[config.mk]
export PLATFORM = sky130hd
export DESIGN_NAME = stream_demux_1xn
export DESIGN_NICKNAME = d
export VERILOG_FILES = /design/src/rtl/stream_demux_1xn.sv
export SDC_FILE = /design/constraint.sdc
export NUM_CORES = 1
export LEC_CHECK = 0
export BUFFER_PORTS_ARGS = -buffer_cell sky130_fd_sc_hd__buf_2
export CAP_MARGIN = 20
export CORE_ASPECT_RATIO = 0.6
export CORE_MARGIN = 2
export CORE_UTILIZATION = 53
export CTS_BUF_LIST = sky130_fd_sc_hd__clkbuf_16
export DETAILED_ROUTE_END_ITERATION = 8
export GPL_TIMING_DRIVEN = 1
export PLACE_DENSITY = 0.85
export SYNTH_ARGS = -nofsm -noshare
export SYNTH_HDL_FRONTEND = slang
export SYNTH_SLANG_ARGS = --single-unit
[constraint.sdc]
create_clock -name clk -period 4.7 [get_ports clk]
set_clock_uncertainty 0.15 [all_clocks]
set_input_delay 0.47 -clock clk [delete_from_list [all_inputs] [get_ports clk]]
set_output_delay 0.47 -clock clk [all_outputs]
set_load 0.02 [all_outputs]
[src/rtl/stream_demux_1xn.sv]
// Packet-aware 1-to-NUM_CH stream demultiplexer with one registered beat per channel.
// Whole packets are steered by the select sampled on their first beat. Packets with an out-of-range select are dropped and counted.
//
// state | meaning
// IDLE  | between packets; next accepted beat is a first beat, s_sel sampled
// ROUTE | packet locked to lock_ch until its last beat
// DROP  | discarding the rest of an out-of-range packet
module stream_demux_1xn #(
    parameter int DATA_W = 8,
    parameter int NUM_CH = 4,
    parameter int SEL_W  = 2,
    parameter int CNT_W  = 8
) (
    input  logic                     clk,
    input  logic                     rst_n,
    input  logic                     s_valid,
    output logic                     s_ready,
    input  logic [DATA_W-1:0]        s_data,
    input  logic [SEL_W-1:0]         s_sel,
    input  logic                     s_last,
    output logic [NUM_CH-1:0]        m_valid,
    input  logic [NUM_CH-1:0]        m_ready,
    output logic [NUM_CH*DATA_W-1:0] m_data,
    output logic [NUM_CH-1:0]        m_last,
    output logic [CNT_W-1:0]         drop_cnt
);

    localparam logic [1:0] IDLE  = 2'd0;
    localparam logic [1:0] ROUTE = 2'd1;
    localparam logic [1:0] DROP  = 2'd2;

    localparam logic [SEL_W:0] NUM_CH_L = (SEL_W+1)'(NUM_CH);

    logic [1:0]        state;
    logic [SEL_W-1:0]  lock_ch;
    logic [SEL_W-1:0]  route_ch;
    logic [NUM_CH-1:0] route_hot;
    logic [NUM_CH-1:0] ch_free;
    logic [NUM_CH-1:0] load;
    logic              sel_in_range;
    logic              route_free;
    logic              routing;
    logic              accept;
    logic              drop_start;

    assign sel_in_range = ({1'b0, s_sel} < NUM_CH_L);
    assign route_ch     = (state == ROUTE) ? lock_ch : s_sel;
    assign ch_free      = ~m_valid | m_ready;

    always_comb begin
        route_hot = '0;
        for (int k = 0; k < NUM_CH; k++) begin
            route_hot[k] = (route_ch == SEL_W'(k));
        end
    end

    assign route_free = |(ch_free & route_hot);

    // s_ready never looks at s_valid, so there is no valid->ready loop.
    always_comb begin
        s_ready = 1'b0;
        case (state)
            IDLE:    s_ready = sel_in_range ? route_free : 1'b1;
            ROUTE:   s_ready = route_free;
            DROP:    s_ready = 1'b1;
            default: s_ready = 1'b0;
        endcase
    end

    assign routing    = (state == ROUTE) || ((state == IDLE) && sel_in_range);
    assign accept     = s_valid && s_ready;
    assign load       = (accept && routing) ? route_hot : '0;
    assign drop_start = accept && (state == IDLE) && !sel_in_range;

    always_ff @(posedge clk or negedge rst_n) begin
        if (!rst_n) begin
            state   <= IDLE;
            lock_ch <= '0;
        end else begin
            case (state)
                IDLE: begin
                    if (accept) begin
                        if (sel_in_range) begin
                            lock_ch <= s_sel;
                            if (!s_last) state <= ROUTE;
                        end else if (!s_last) begin
                            state <= DROP;
                        end
                    end
                end
                ROUTE, DROP: begin
                    if (accept && s_last) state <= IDLE;
                end
                default: state <= IDLE;
            endcase
        end
    end

    always_ff @(posedge clk or negedge rst_n) begin
        if (!rst_n) begin
            drop_cnt <= '0;
        end else if (drop_start && (drop_cnt != {CNT_W{1'b1}})) begin
            drop_cnt <= drop_cnt + CNT_W'(1);
        end
    end

    // Load wins over drain so a ready consumer sustains one beat per cycle.
    always_ff @(posedge clk or negedge rst_n) begin
        if (!rst_n) begin
            m_valid <= '0;
            m_data  <= '0;
            m_last  <= '0;
        end else begin
            for (int k = 0; k < NUM_CH; k++) begin
                if (load[k]) begin
                    m_valid[k]                 <= 1'b1;
                    m_data[k*DATA_W +: DATA_W] <= s_data;
                    m_last[k]                  <= s_last;
                end else if (m_ready[k]) begin
                    m_valid[k] <= 1'b0;
                end
            end
        end
    end

endmodule

Yosys cells after proc, flatten, opt, wreduce, memory -nomap -nowiden
Index checks and enable logic that the tools add are counted.
{"block": "totals", "regBits": 44, "latchBits": 0, "ramBits": 0, "romBits": 0, "elab_cells": 55, "n_memories": 0}
{"block": "classes", "add_sub_neg": 0, "mul": 0, "div_mod_pow": 0, "n_lt_le_gt_ge": 0, "n_eq_ne": 8, "shifts": 0, "muxes": 15, "bitwise_logic": 3, "reduce_logical": 15}
{"op": "two-way mux 1 bit", "count": 8}
{"op": "two-way mux 2 bit", "count": 4}
{"op": "nonzero test 2 bit", "count": 4}
{"op": "== test 2 bit (second input constant)", "count": 3}
{"op": "!= test 2 bit (second input constant)", "count": 3}
{"op": "bitwise AND 4 bit", "count": 1}
{"op": "== test 2 x 1 -> 1 bit (second input constant)", "count": 2}
{"op": "logical NOT 2 bit", "count": 2}
{"op": "two-way mux 4 bit", "count": 1}
{"op": "inverter 4 bit", "count": 1}
{"op": "OR 4 bit", "count": 1}
{"op": "one-hot mux 2 bit (2 select lines)", "count": 1}
{"op": "OR reduction 2 bit", "count": 2}
{"op": "OR reduction 4 bit", "count": 1}
{"op": "logical AND 1 bit", "count": 3}
{"op": "AND reduction 3 bit", "count": 1}
{"op": "one-hot mux 1 bit (2 select lines)", "count": 1}
{"op": "AND reduction 2 bit", "count": 1}
{"op": "logical OR 1 bit", "count": 1}

Depth between registers and ports, before layout
Gate-level depths: netlist of the first run.
{"block": "logic_depth", "word_depth": 10, "depth_mapped": 4, "mapped_depth_nobuf": 4}

Worst setup path after synthesis of the first run
Ideal clock, no wire load.
{"block": "synth_timing", "path_type": "input -> register", "from": "input port s_sel[0]", "to": "register m_data[16]", "arrival_ns": 1.687, "path_slack_ns": 2.738, "cell_stages": 4, "path_buffers": 0, "path_cell_list": "nor3b_1 > o21ai_1 > a41oi_4 > mux2_2"}
{"block": "synth_via", "elab_chain_len": 8, "elab_cells_between_ends": 11, "cone_classes": "eq/ne: 3; mux: 3; bitwise: 1; reduce/logical: 4"}
{"element": "start, declared", "line_no": "19", "text": "input logic [SEL_W-1:0] s_sel,"}
{"element": "two-way mux 2 bit (*)", "line_no": "47", "text": "assign route_ch = (state == ROUTE) ? lock_ch : s_sel;"}
{"element": "== test 2 x 1 -> 1 bit, or another cell as far along", "line_no": "53", "text": "route_hot[k] = (route_ch == SEL_W'(k));"}
{"element": "bitwise AND 4 bit", "line_no": "57", "text": "assign route_free = |(ch_free & route_hot);"}
{"element": "OR reduction 4 bit", "line_no": "57"}
{"element": "one-hot mux 1 bit (2 select lines)", "line_no": "62", "text": "case (state)"}
{"element": "logical AND 1 bit", "line_no": "71", "text": "assign accept = s_valid && s_ready;"}
{"element": "logical AND 1 bit", "line_no": "72", "text": "assign load = (accept && routing) ? route_hot : '0;"}
{"element": "two-way mux 4 bit (*)", "line_no": "72"}
{"element": "end signal, assigned by index", "line_no": "117", "text": "m_data[k*DATA_W +: DATA_W] <= s_data;"}
{"element": "end, declared", "line_no": "23", "text": "output logic [NUM_CH*DATA_W-1:0] m_data,"}
Every way passes the cells marked *; elsewhere a longest branch is shown, timed or not.
A chain may end at the register's enable or synchronous reset.

Worst setup path in the final report of the first run
{"block": "layout_timing", "from": "register state[0]", "to": "output port s_ready"}
{"block": "layout_via", "elab_chain_len": 6, "elab_cells_between_ends": 12, "cone_classes": "eq/ne: 5; mux: 2; bitwise: 1; reduce/logical: 4"}
{"element": "start, declared", "line_no": "34", "text": "logic [1:0] state;"}
{"element": "start signal, assigned", "line_no": "77", "text": "state <= IDLE;"}
{"element": "start signal, assigned", "line_no": "85", "text": "if (!s_last) state <= ROUTE;"}
{"element": "start signal, assigned", "line_no": "87", "text": "state <= DROP;"}
{"element": "== test 2 x 1 -> 1 bit", "line_no": "47, 62"}
{"element": "two-way mux 2 bit", "line_no": "47"}
{"element": "== test 2 x 1 -> 1 bit, or another cell as far along", "line_no": "53"}
{"element": "bitwise AND 4 bit", "line_no": "57"}
{"element": "OR reduction 4 bit", "line_no": "57"}
{"element": "one-hot mux 1 bit (2 select lines) (*)", "line_no": "62"}
{"element": "end, declared", "line_no": "17", "text": "output logic s_ready,"}
Marked as above.

==> metrics.txt, run 1 <==
Peak VDD IR=0.424 mV; storage element area=roughly 1100 µm²; Int Power=1.11 mW; Post-synth ARST share=100%; drt initial violations=79; Final Util=70.4%; Die H=50.6 µm; sequential-to-total area share from yosys stat=roughly 56%; Root Buffer=clkbuf_16; Area Growth Syn to Fin=23.7%; Post-CTS Repair Setup Buffers=0; syn avg cell area=about 15 µm²; CTS tree=done; synthesized flop and latch total=43; H-tree levels=2; IO Pins=67; die width=slightly above 80 µm; Layout fillers=238; residual DRC count=0; Pwr Density=a little under 800 nW/µm²; later-pin clock latency in the skew report=between 200 and 300 ps; initial antenna violation count=0; crit end category=output port; top-area cell type share of the netlist area=a little under three fifths; Port Buf Inserts=slightly below 60; most numerous cell in the Yosys netlist=dfrtp_1; Multi-input gate area=793 µm²; Post-Syn Area=~1900 µm²; Req. time, crit path=~4100 ps; Max Buffers Root-to-Sink=2; total congestion overflow=0; Core Area=3360 µm²; Switch Pwr=roughly 0.76 mW; num rows=16; post-route cell area=between 2000 and 2500 µm²; via-per-instance ratio=5.25; critical path data arrival time=around 1800 ps; unique cell type count in the Yosys netlist=22; Routed WL=between 3000 and 4000 µm; Rel. slew slack=about two fifths; max-capacitance violation count=0; Synth area leaders=dfrtp_1 56%, mux2_2 22%, a41oi_4 5.8%, buf_4 3.1%, o21ai_4 1.7%; Mapped Cells=roughly 130; post-DR wirelength/cell=about 16 µm; Hold-fix buffers, CTS=0; first-pass GRT wire length=between 6000 and 7000 µm; RSZ-0062 raised after global routing=no; CP Max Fanout=9; worst hold slack=between 150 and 200 ps; Worst-path clk slew=approximately 60 ps; Final min period=2390 ps; crit path launch type=register; Clk network pwr share=17.6%; area leader, netlist=dfrtp_1; Post-synth EDFFs=0; placed inst area=2230 µm²; most frequent cells after synthesis=43 x dfrtp_1, 38 x mux2_2, 8 x buf_4; clk sinks=43; Reg power frac=35.6%; final setup vio count=0; HP Class=input pin to asynchronous set/reset pin; DIE AREA=roughly 4100 µm²; Tot GR Track Use=roughly a fifth; Detailed Place HPWL=~2800 µm; setup total negative slack=0 ps; part of the cycle the worst path needs=50.8%; GP Congestion=0.789; fin nets=about 210; DRT Pass-1 Iters=4; status=completed; largest net degree at the start of global routing=44; P_leak=between 1 and 1.5 nW; Final Non-Filler Cells=235; CP Class=register to output port; Cell Count Post-Placement=between 200 and 250; Main synth FF type=dfrtp_1; layout cells sized above 1=60.0%; combinational share of power=approximately 47%; CTS buffer count=5; Sw Share=between 40 and 50%; Initial Util=a little under three fifths; via count=between 1000 and 1500; Slew @ Worst Pin=just over 900 ps; # diodes=0; synth warn=0; fmax=419 MHz; ANT nets after route=0; vias in the first global route=1268; Fin. Hold Viols=0; Slew Viols, Final=0; Resize count post-CTS=0
==> per-layer routing <==
metal | share of wire, % | wire length [µm] | vias up | global-route usage, %
met2 | 48 | 1800 | 48 | 33.5
met3 | 6.0 | 225 | 7 | 6.12
li1 | - | - | 568 | -
met4 | 1.5 | 55 | 0 | 8.89
met1 | 44 | 1660 | 611 | 27.1
met5 | 0 | 0 | - | 0
==> state kept, by name, summed over array words and instances, names as in the netlist <==
| name | count |
|---|---|
| m_valid | 4 |
| m_last | 4 |
| lock_ch | 2 |
| state | 1 |
| m_data | 32 |
==> cell type report <==
cell class / count / area share, %
flip-flops and latches: 43 / 45.4
multi-input cells: 78 / 33.5
repair buffers: 58 / 12.3
clock buffers: 5 / 5.28
well taps: 45 / 2.38
clock inverters: 3 / 0.687
inverters: 3 / 0.475
==> through the flow <==
step                      power (mW)  worst slack (ps)
after floorplan                 1.27              2740
after global placement          1.51              2390
after detailed placement        1.55              2340
after CTS                       1.88              2310
after global routing            1.98              2220
final                           1.87              2310
==> power groups by stage <==
stage               Sequential [mW]  Combinational (mW)  Clock (mW)
floorplan                     0.874               0.396           0
global placement              0.658               0.852           0
global route                  0.691               0.934       0.352
detailed placement            0.670               0.882           0
CTS                           0.666               0.884       0.335
finish                        0.664               0.875       0.328
==> worst paths after layout <==
kind | startpoint | to | slack, ps | depth (start not counted)
min reg2reg | m_data[7] | m_data[7] | 350 | 1
min | rst_n | m_data[26] | 170 | 1
min in group clk | s_last | state[0] | 280 | 2
max reg2reg | state[0] | m_data[16] | 2480 | 4
max | state[0] | s_ready | 2310 | 4
max in group asynchronous | rst_n | m_valid[3] | 3660 | 1
==> logic make-up after synthesis <==
kind of cell	synth area share [%]
AO/OA/AOI/OAI	11.2
multiplexers	22.9
AND/OR/NAND/NOR	5.82
other	0.196
flip-flops	56.2
buffers and inverters	3.73
==> critical path, stage by stage (launching register included) <==
cell     delay (ps)
dfrtp_1         460
nor3b_2         200
o21ai_2         470
nand4_1         160
buf_2           190
==> layout by cell type, fill, tap and decap left out, types with 2 or more instances in the layout <==
| cell | synthesis | layout |
|---|---|---|
| o21ai_4 | 2 | 2 |
| nand2_1 | 4 | 4 |
| mux2_2 | 38 | 38 |
| and3b_1 | 2 | 2 |
| dfrtp_1 | 43 | 43 |
| inv_1 | 3 | 4 |
| o21ai_0 | 4 | 4 |
| buf_2 | 0 | 58 |
| clkbuf_16 | 0 | 5 |
| conb_1 | 1 | 8 |
| a41oi_4 | 4 | 4 |
| a41oi_1 | 2 | 2 |
| nand2b_1 | 3 | 3 |
| nor3b_2 | 2 | 2 |
(Power assumes the default switching activity.)
==> run 2, diff against run 1 <==
--- a/config.mk
+++ b/config.mk
@@ -9,11 +9,11 @@
 export CAP_MARGIN = 20
 export CORE_ASPECT_RATIO = 0.6
 export CORE_MARGIN = 2
-export CORE_UTILIZATION = 53
+export CORE_UTILIZATION = 49
 export CTS_BUF_LIST = sky130_fd_sc_hd__clkbuf_16
 export DETAILED_ROUTE_END_ITERATION = 8
 export GPL_TIMING_DRIVEN = 1
-export PLACE_DENSITY = 0.85
+export PLACE_DENSITY = 0.8
 export SYNTH_ARGS = -nofsm -noshare
 export SYNTH_HDL_FRONTEND = slang
 export SYNTH_SLANG_ARGS = --single-unit
==> constraint.sdc (replaced) <==
create_clock -name clk -period 2.5 [get_ports clk]
set_clock_uncertainty 0.15 [all_clocks]
set_input_delay 0.25 -clock clk [delete_from_list [all_inputs] [get_ports clk]]
set_output_delay 0.25 -clock clk [all_outputs]
set_load 0.02 [all_outputs]
==> metrics.txt, run 2 (same netlist as run 1, synthesis figures left out) <==
first-pass GRT wire length=6690 µm (+7.4%); Routed WL=4130 µm (+10%); GR Util met1=26.3% (-0.84 points); Fin. Hold Viols=0 (unchanged); setup total negative slack=0 ps (unchanged); later-pin clock latency in the skew report=270 ps (about the same); Layout fillers=283 (+19%); post-DR wirelength/cell=17.5 µm (+10%); critical path data arrival time=2280 ps (+510 ps); ANT nets after route=0 (unchanged); Final min period=around 2300 ps; Placement Setup Slack=246 ps (-2100 ps); # diodes=0 (unchanged); vias in the first global route=1298 (+2.4%); Regs by FF count=m_data: 32 flops, m_last: 4 flops, m_valid: 4 flops; largest net degree at the start of global routing=44 (unchanged); total congestion overflow=0 (unchanged); die width=84.7 µm (+3.8%); M2 GR Usage=32.5% (-0.92 points); P_leak=1.11 nW (about the same); drt initial violations=33 (-58%); Pwr Density=1480 nW/µm² (+88%); Slowest cell on crit path=a41oi_4; RSZ-0062 raised after global routing=no; max FFs per register=32 (unchanged); grt met3 use=6.61% (+0.50 points); GP Congestion=0.832 (+5.5%); most flop-heavy register=m_data; Die H=52.4 µm (+3.7%); Core Area=3700 µm² (+10%); CP Max Fanout=9 (unchanged); Tot GR Track Use=20.7% (-0.38 points); max-capacitance violation count=0 (unchanged); Root Buffer=clkbuf_16; critical path, cell by cell=nor3b_1 -> o21ai_1 -> a41oi_4 -> mux2_2; via-per-instance ratio=5.22 (-0.67%); CP Class=register to register; Worst-path clk slew=50 ps (about the same); Resize count post-CTS=0 (unchanged); layout cells sized above 1=59.3% (-0.74 points); IO Pins=67 (unchanged); CTS tree=done; GR peak layer=met2; initial antenna violation count=0 (unchanged); most common cell after layout, fill and taps aside=buf_2; num rows=17 (+1); Top delay family on crit path=compound AO/OA/AOI/OAI gates; via count=1231 (-0.24%); final worst slack=229 ps (-2080 ps); H-tree levels=2 (unchanged); Post-CTS Repair Setup Buffers=0 (unchanged); HP Class=input pin to register; Detailed Place HPWL=3140 µm (+13%); CTS buffer count=5 (unchanged); Area Growth Syn to Fin=23.7% (unchanged); fin nets=208 (+0.48%); Crit path largest cell delay=470 ps (about the same); fmax=roughly 440 MHz; crit end category=register; Slew Viols, Final=0 (unchanged); DRT Pass-1 Iters=4 (unchanged); residual DRC count=0 (unchanged); Port Buf Inserts=58 (unchanged); crit path launch type=register; clk sinks=43 (unchanged); Req. time, crit path=2510 ps (-1570 ps); Initial Util=51.7% (-5.2 points); Peak VDD IR=0.757 mV (+78%); Max Buffers Root-to-Sink=2 (unchanged); part of the cycle the worst path needs=between 90% and 100%; Rel. slew slack=39.7% (+0.44 points); final setup vio count=0 (unchanged); Slew @ Worst Pin=904 ps (-6.58 ps); most frequent cells in the layout=58 x buf_2, 43 x dfrtp_1, 38 x mux2_2; Buf+Inv Stages, Crit Path=0 (-1); status=completed; DIE AREA=4440 µm² (+7.6%)
-- run 2: cell types whose count changed in the layout (fill, tap and decap cells not counted), sizes merged --
cell and change:
clkinvlp -1, dlygate4sd3 +1, clkinv -1
-- run 2: report_power, final --
| part | total, mW | switching [mW] | internal [mW] |
|---|---|---|---|
| registers | 1.26 | 0.212 | 1.05 |
| logic | 1.66 | 0.991 | 0.672 |
| clock network | 0.578 | 0.224 | 0.354 |
-- run 2: worst paths after layout --
check                           start         end  slack [ps]  cells after the start
max reg2reg                  state[0]  m_data[23]         230                      4
min reg2reg                m_data[17]  m_data[17]         350                      1
max in group asynchronous       rst_n  m_data[28]        1140                      2
min in group asynchronous       rst_n  m_valid[1]         500                      2
min                        m_ready[1]  m_valid[1]          70                      2
max                          state[0]  m_data[23]         230                      4
-- run 2: repair_timing --
action,4_1_cts,5_1_grt
hold buffers,1,0
setup endpoints to repair,0,0
endpoints found under the hold margin,43,0
-- run 2: final cells by class --
cell class	instances	area (µm²)	area share [%]
clock buffer	5	125	5.28
clock inverter	1	3.75	0.158
inverter	3	11.3	0.475
multi-input combinational	78	793	33.5
sequential	43	1080	45.4
tap	47	58.8	2.48
timing repair buffer	59	300	12.7
-- run 2: through the flow --
stage               hold slack [ps]  instances  cell area (µm²)  utilization, %  power, mW
floorplan                      -196        132             1940               -       2.39
global placement                260        229             2230            60.2       2.85
detailed placement              280        229             2230            60.2       2.94
CTS                            72.7        236             2370            64.0       3.53
global route                   88.7        236             2370            64.0       3.71
finish                         73.0        236             2370            64.0       3.50
-- run 2: per-layer routing --
layer,vias up,wire length [µm]
met5,-,0
met4,0,85
met3,8,312
met2,59,1890
met1,595,1840
li1,569,-
==> run 3, diff against run 2 <==
--- a/config.mk
+++ b/config.mk
@@ -5,11 +5,12 @@
 export SDC_FILE = /design/constraint.sdc
 export NUM_CORES = 1
 export LEC_CHECK = 0
+export ABC_AREA = 1
 export BUFFER_PORTS_ARGS = -buffer_cell sky130_fd_sc_hd__buf_2
 export CAP_MARGIN = 20
 export CORE_ASPECT_RATIO = 0.6
 export CORE_MARGIN = 2
-export CORE_UTILIZATION = 49
+export CORE_UTILIZATION = 50
 export CTS_BUF_LIST = sky130_fd_sc_hd__clkbuf_16
 export DETAILED_ROUTE_END_ITERATION = 8
 export GPL_TIMING_DRIVEN = 1
==> metrics.txt, run 3 <==
Final Non-Filler Cells=328 (+39%); Pwr Density=1480 nW/µm² (about the same); final worst slack=343 ps (+114 ps); most frequent cells after synthesis=95 x nand2_1, 43 x dfrtp_1, 38 x nand4_1; most frequent cells in the layout=95 x nand2_1, 58 x buf_2, 43 x dfrtp_1; later-pin clock latency in the skew report=280 ps (about the same); critical path, cell by cell=inv_2 -> nand2_1 -> nand2_2 -> nand3_1 -> nand2_1 -> inv_2 -> nand2_8 -> buf_2; first-pass GRT wire length=7660 µm (+15%); Detailed Place HPWL=3340 µm (+6.3%); Root Buffer=clkbuf_16; CTS tree=done; Area Growth Syn to Fin=20.3%; drt initial violations=144 (+340%); HP Class=input pin to register; Die H=53.1 µm (+1.3%); vias in the first global route=1543 (+19%); Port Buf Inserts=58 (unchanged); Req. time, crit path=2100 ps (-410 ps); GP Congestion=0.798 (-4.1%); most numerous cell in the Yosys netlist=nand2_1; Rel. slew slack=38.8% (-0.86 points); num rows=17 (unchanged); via-per-instance ratio=5.32 (+1.9%); die width=85.9 µm (+1.4%); status=finished, violations left; most common cell after layout, fill and taps aside=nand2_1; total power=3.57 mW (+2.1%); final setup vio count=0 (unchanged); DIE AREA=4560 µm² (+2.8%); total congestion overflow=0 (unchanged); synthesized flop and latch total=43 (unchanged); Final min period=2160 ps (-114 ps); Slowest cell on crit path=dfrtp_1; Slew @ Worst Pin=917 ps (+13.0 ps); Synth area leaders=dfrtp_1 54%, nand2_1 18%, nand4_1 12%, buf_4 4.1%, nand3_4 3.5%; Cell Count Post-Placement=321 (+40%); CP Max Fanout=45 (+36); Placement Setup Slack=638 ps (+392 ps); Core Area=3760 µm² (+1.7%); crit path launch type=register; post-DR wirelength/cell=14.7 µm (-16%); CP Class=register to output port; fmax=464 MHz (+5.3%); synth warn=0 (unchanged); DRT Pass-1 Iters=7 (+3); critical path data arrival time=1760 ps (-520 ps); Mapped Cells=225 (+80%); Final Util=64.2% (+0.24 points); most flop-heavy register=m_data; Tot GR Track Use=22.8% (+2.1 points); Worst-path clk slew=50 ps (about the same); Regs by FF count=m_data: 32 flops, m_last: 4 flops, m_valid: 4 flops; fin nets=300 (+44%); Post-CTS Repair Setup Buffers=0 (unchanged); crit end category=output port; RSZ-0062 raised after global routing=no; syn avg cell area=8.94 µm² (-42%); max FFs per register=32 (unchanged); failing checks=design-rule violations; Layout fillers=341 (+20%); max-capacitance violation count=0 (unchanged); Initial Util=53.4% (+1.7 points); Routed WL=4820 µm (+17%); residual DRC count=4 (+4); Peak VDD IR=0.755 mV (-0.23%); P_leak=1.38 nW (+24%); sequential-to-total area share from yosys stat=53.5% (-2.7 points); setup total negative slack=0 ps (unchanged); top-area cell type share of the netlist area=53.5% (-2.7 points); # diodes=0 (unchanged); Buf+Inv Stages, Crit Path=3 (+3); Max Buffers Root-to-Sink=2 (unchanged); Fin. Hold Viols=0 (unchanged); unique cell type count in the Yosys netlist=19 (-14%); Post-Syn Area=2010 µm² (+5.0%); area leader, netlist=dfrtp_1; part of the cycle the worst path needs=86.3% (-4.6 points); Slew Viols, Final=0 (unchanged); Post-synth ARST share=100% (unchanged); initial antenna violation count=0 (unchanged); via count=1744 (+42%); layout cells sized above 1=29.2% (-30 points); largest net degree at the start of global routing=46 (+4.5%); H-tree levels=2 (unchanged); Main synth FF type=dfrtp_1; ANT nets after route=0 (unchanged); Post-synth EDFFs=0 (unchanged); IO Pins=67 (unchanged); clk sinks=43 (unchanged); Top delay family on crit path=simple AND/OR/NAND/NOR gates; CTS buffer count=5 (unchanged); Crit path largest cell delay=440 ps (-30 ps)
==> run 3: report_power, final <==
group / leakage, nW / total [mW] / internal (mW) / switching (mW)
logic: 0.765 / 1.80 / 0.511 / 1.29
clock network: 0.0669 / 0.589 / 0.355 / 0.235
registers: 0.544 / 1.19 / 1.01 / 0.173
total: 1.38 / 3.57 / 1.88 / 1.70
==> run 3: final cells by class <==
type / count / area (µm²) / area share [%]
multi-input cells: 161 / 806 / 33.3
clock buffers: 5 / 125 / 5.17
repair buffers: 60 / 308 / 12.7
inverters: 11 / 41.3 / 1.71
well taps: 47 / 58.8 / 2.43
clock inverters: 1 / 3.75 / 0.155
flip-flops and latches: 43 / 1080 / 44.5
==> run 3: worst paths after layout <==
check / startpoint / endpoint / slack, ps / cells past startpoint
min in group asynchronous: rst_n / m_data[7] / 500 / 2
max in group asynchronous: rst_n / m_data[3] / 1120 / 2
max: state[0] / s_ready / 340 / 8
min reg2reg: m_data[26] / m_data[26] / 310 / 2
min: m_ready[2] / m_valid[2] / 100 / 4
max reg2reg: state[0] / m_data[2] / 600 / 10
==> run 3: repair_timing <==
action	in CTS	in global routing
hold buffers	1	0
setup endpoints to repair	0	0
endpoints found under the hold margin	11	0
gates resized for setup	0	0
==> run 3: per-layer routing <==
layer / part of all wire [%] / GRT usage (%) / up-vias
met5: 0 / 0 / -
met4: 0.54 / 6.35 / 0
met3: 8.9 / 5.62 / 4
met2: 44 / 34.0 / 71
met1: 46 / 33.0 / 821
li1: - / - / 848
==> run 3: logic make-up (layout without fill, tap and decap cells) <==
logic type      count (synthesis)  count (layout)  share of synthesized area (%)
other cells                     1               8                          0.187
buf+inv                        28              77                           7.72
flops                          43              43                           53.5
simple gates                  152             152                           38.3
compound gates                  1               1                          0.249
==> run 3: metrics by stage <==
step	cell area, µm²	hold WS [ps]
4_1_cts	2420	93.8
3_3_place_gp	2280	289
3_5_place_dp	2280	291
2_1_floorplan	2040	-196
6_report	2420	96.1
5_1_grt	2420	108
==> run 3: worst register-to-register path: stages, from the launching register on <==
cell     delay, ps
dfrtp_1        440
inv_2          150
nand2_1         80
nand2_2        100
nand3_1         80
nand2_1         90
inv_2           60
nand2_8        240
nand3_4        210
nand2_1        140
nand2_1         60
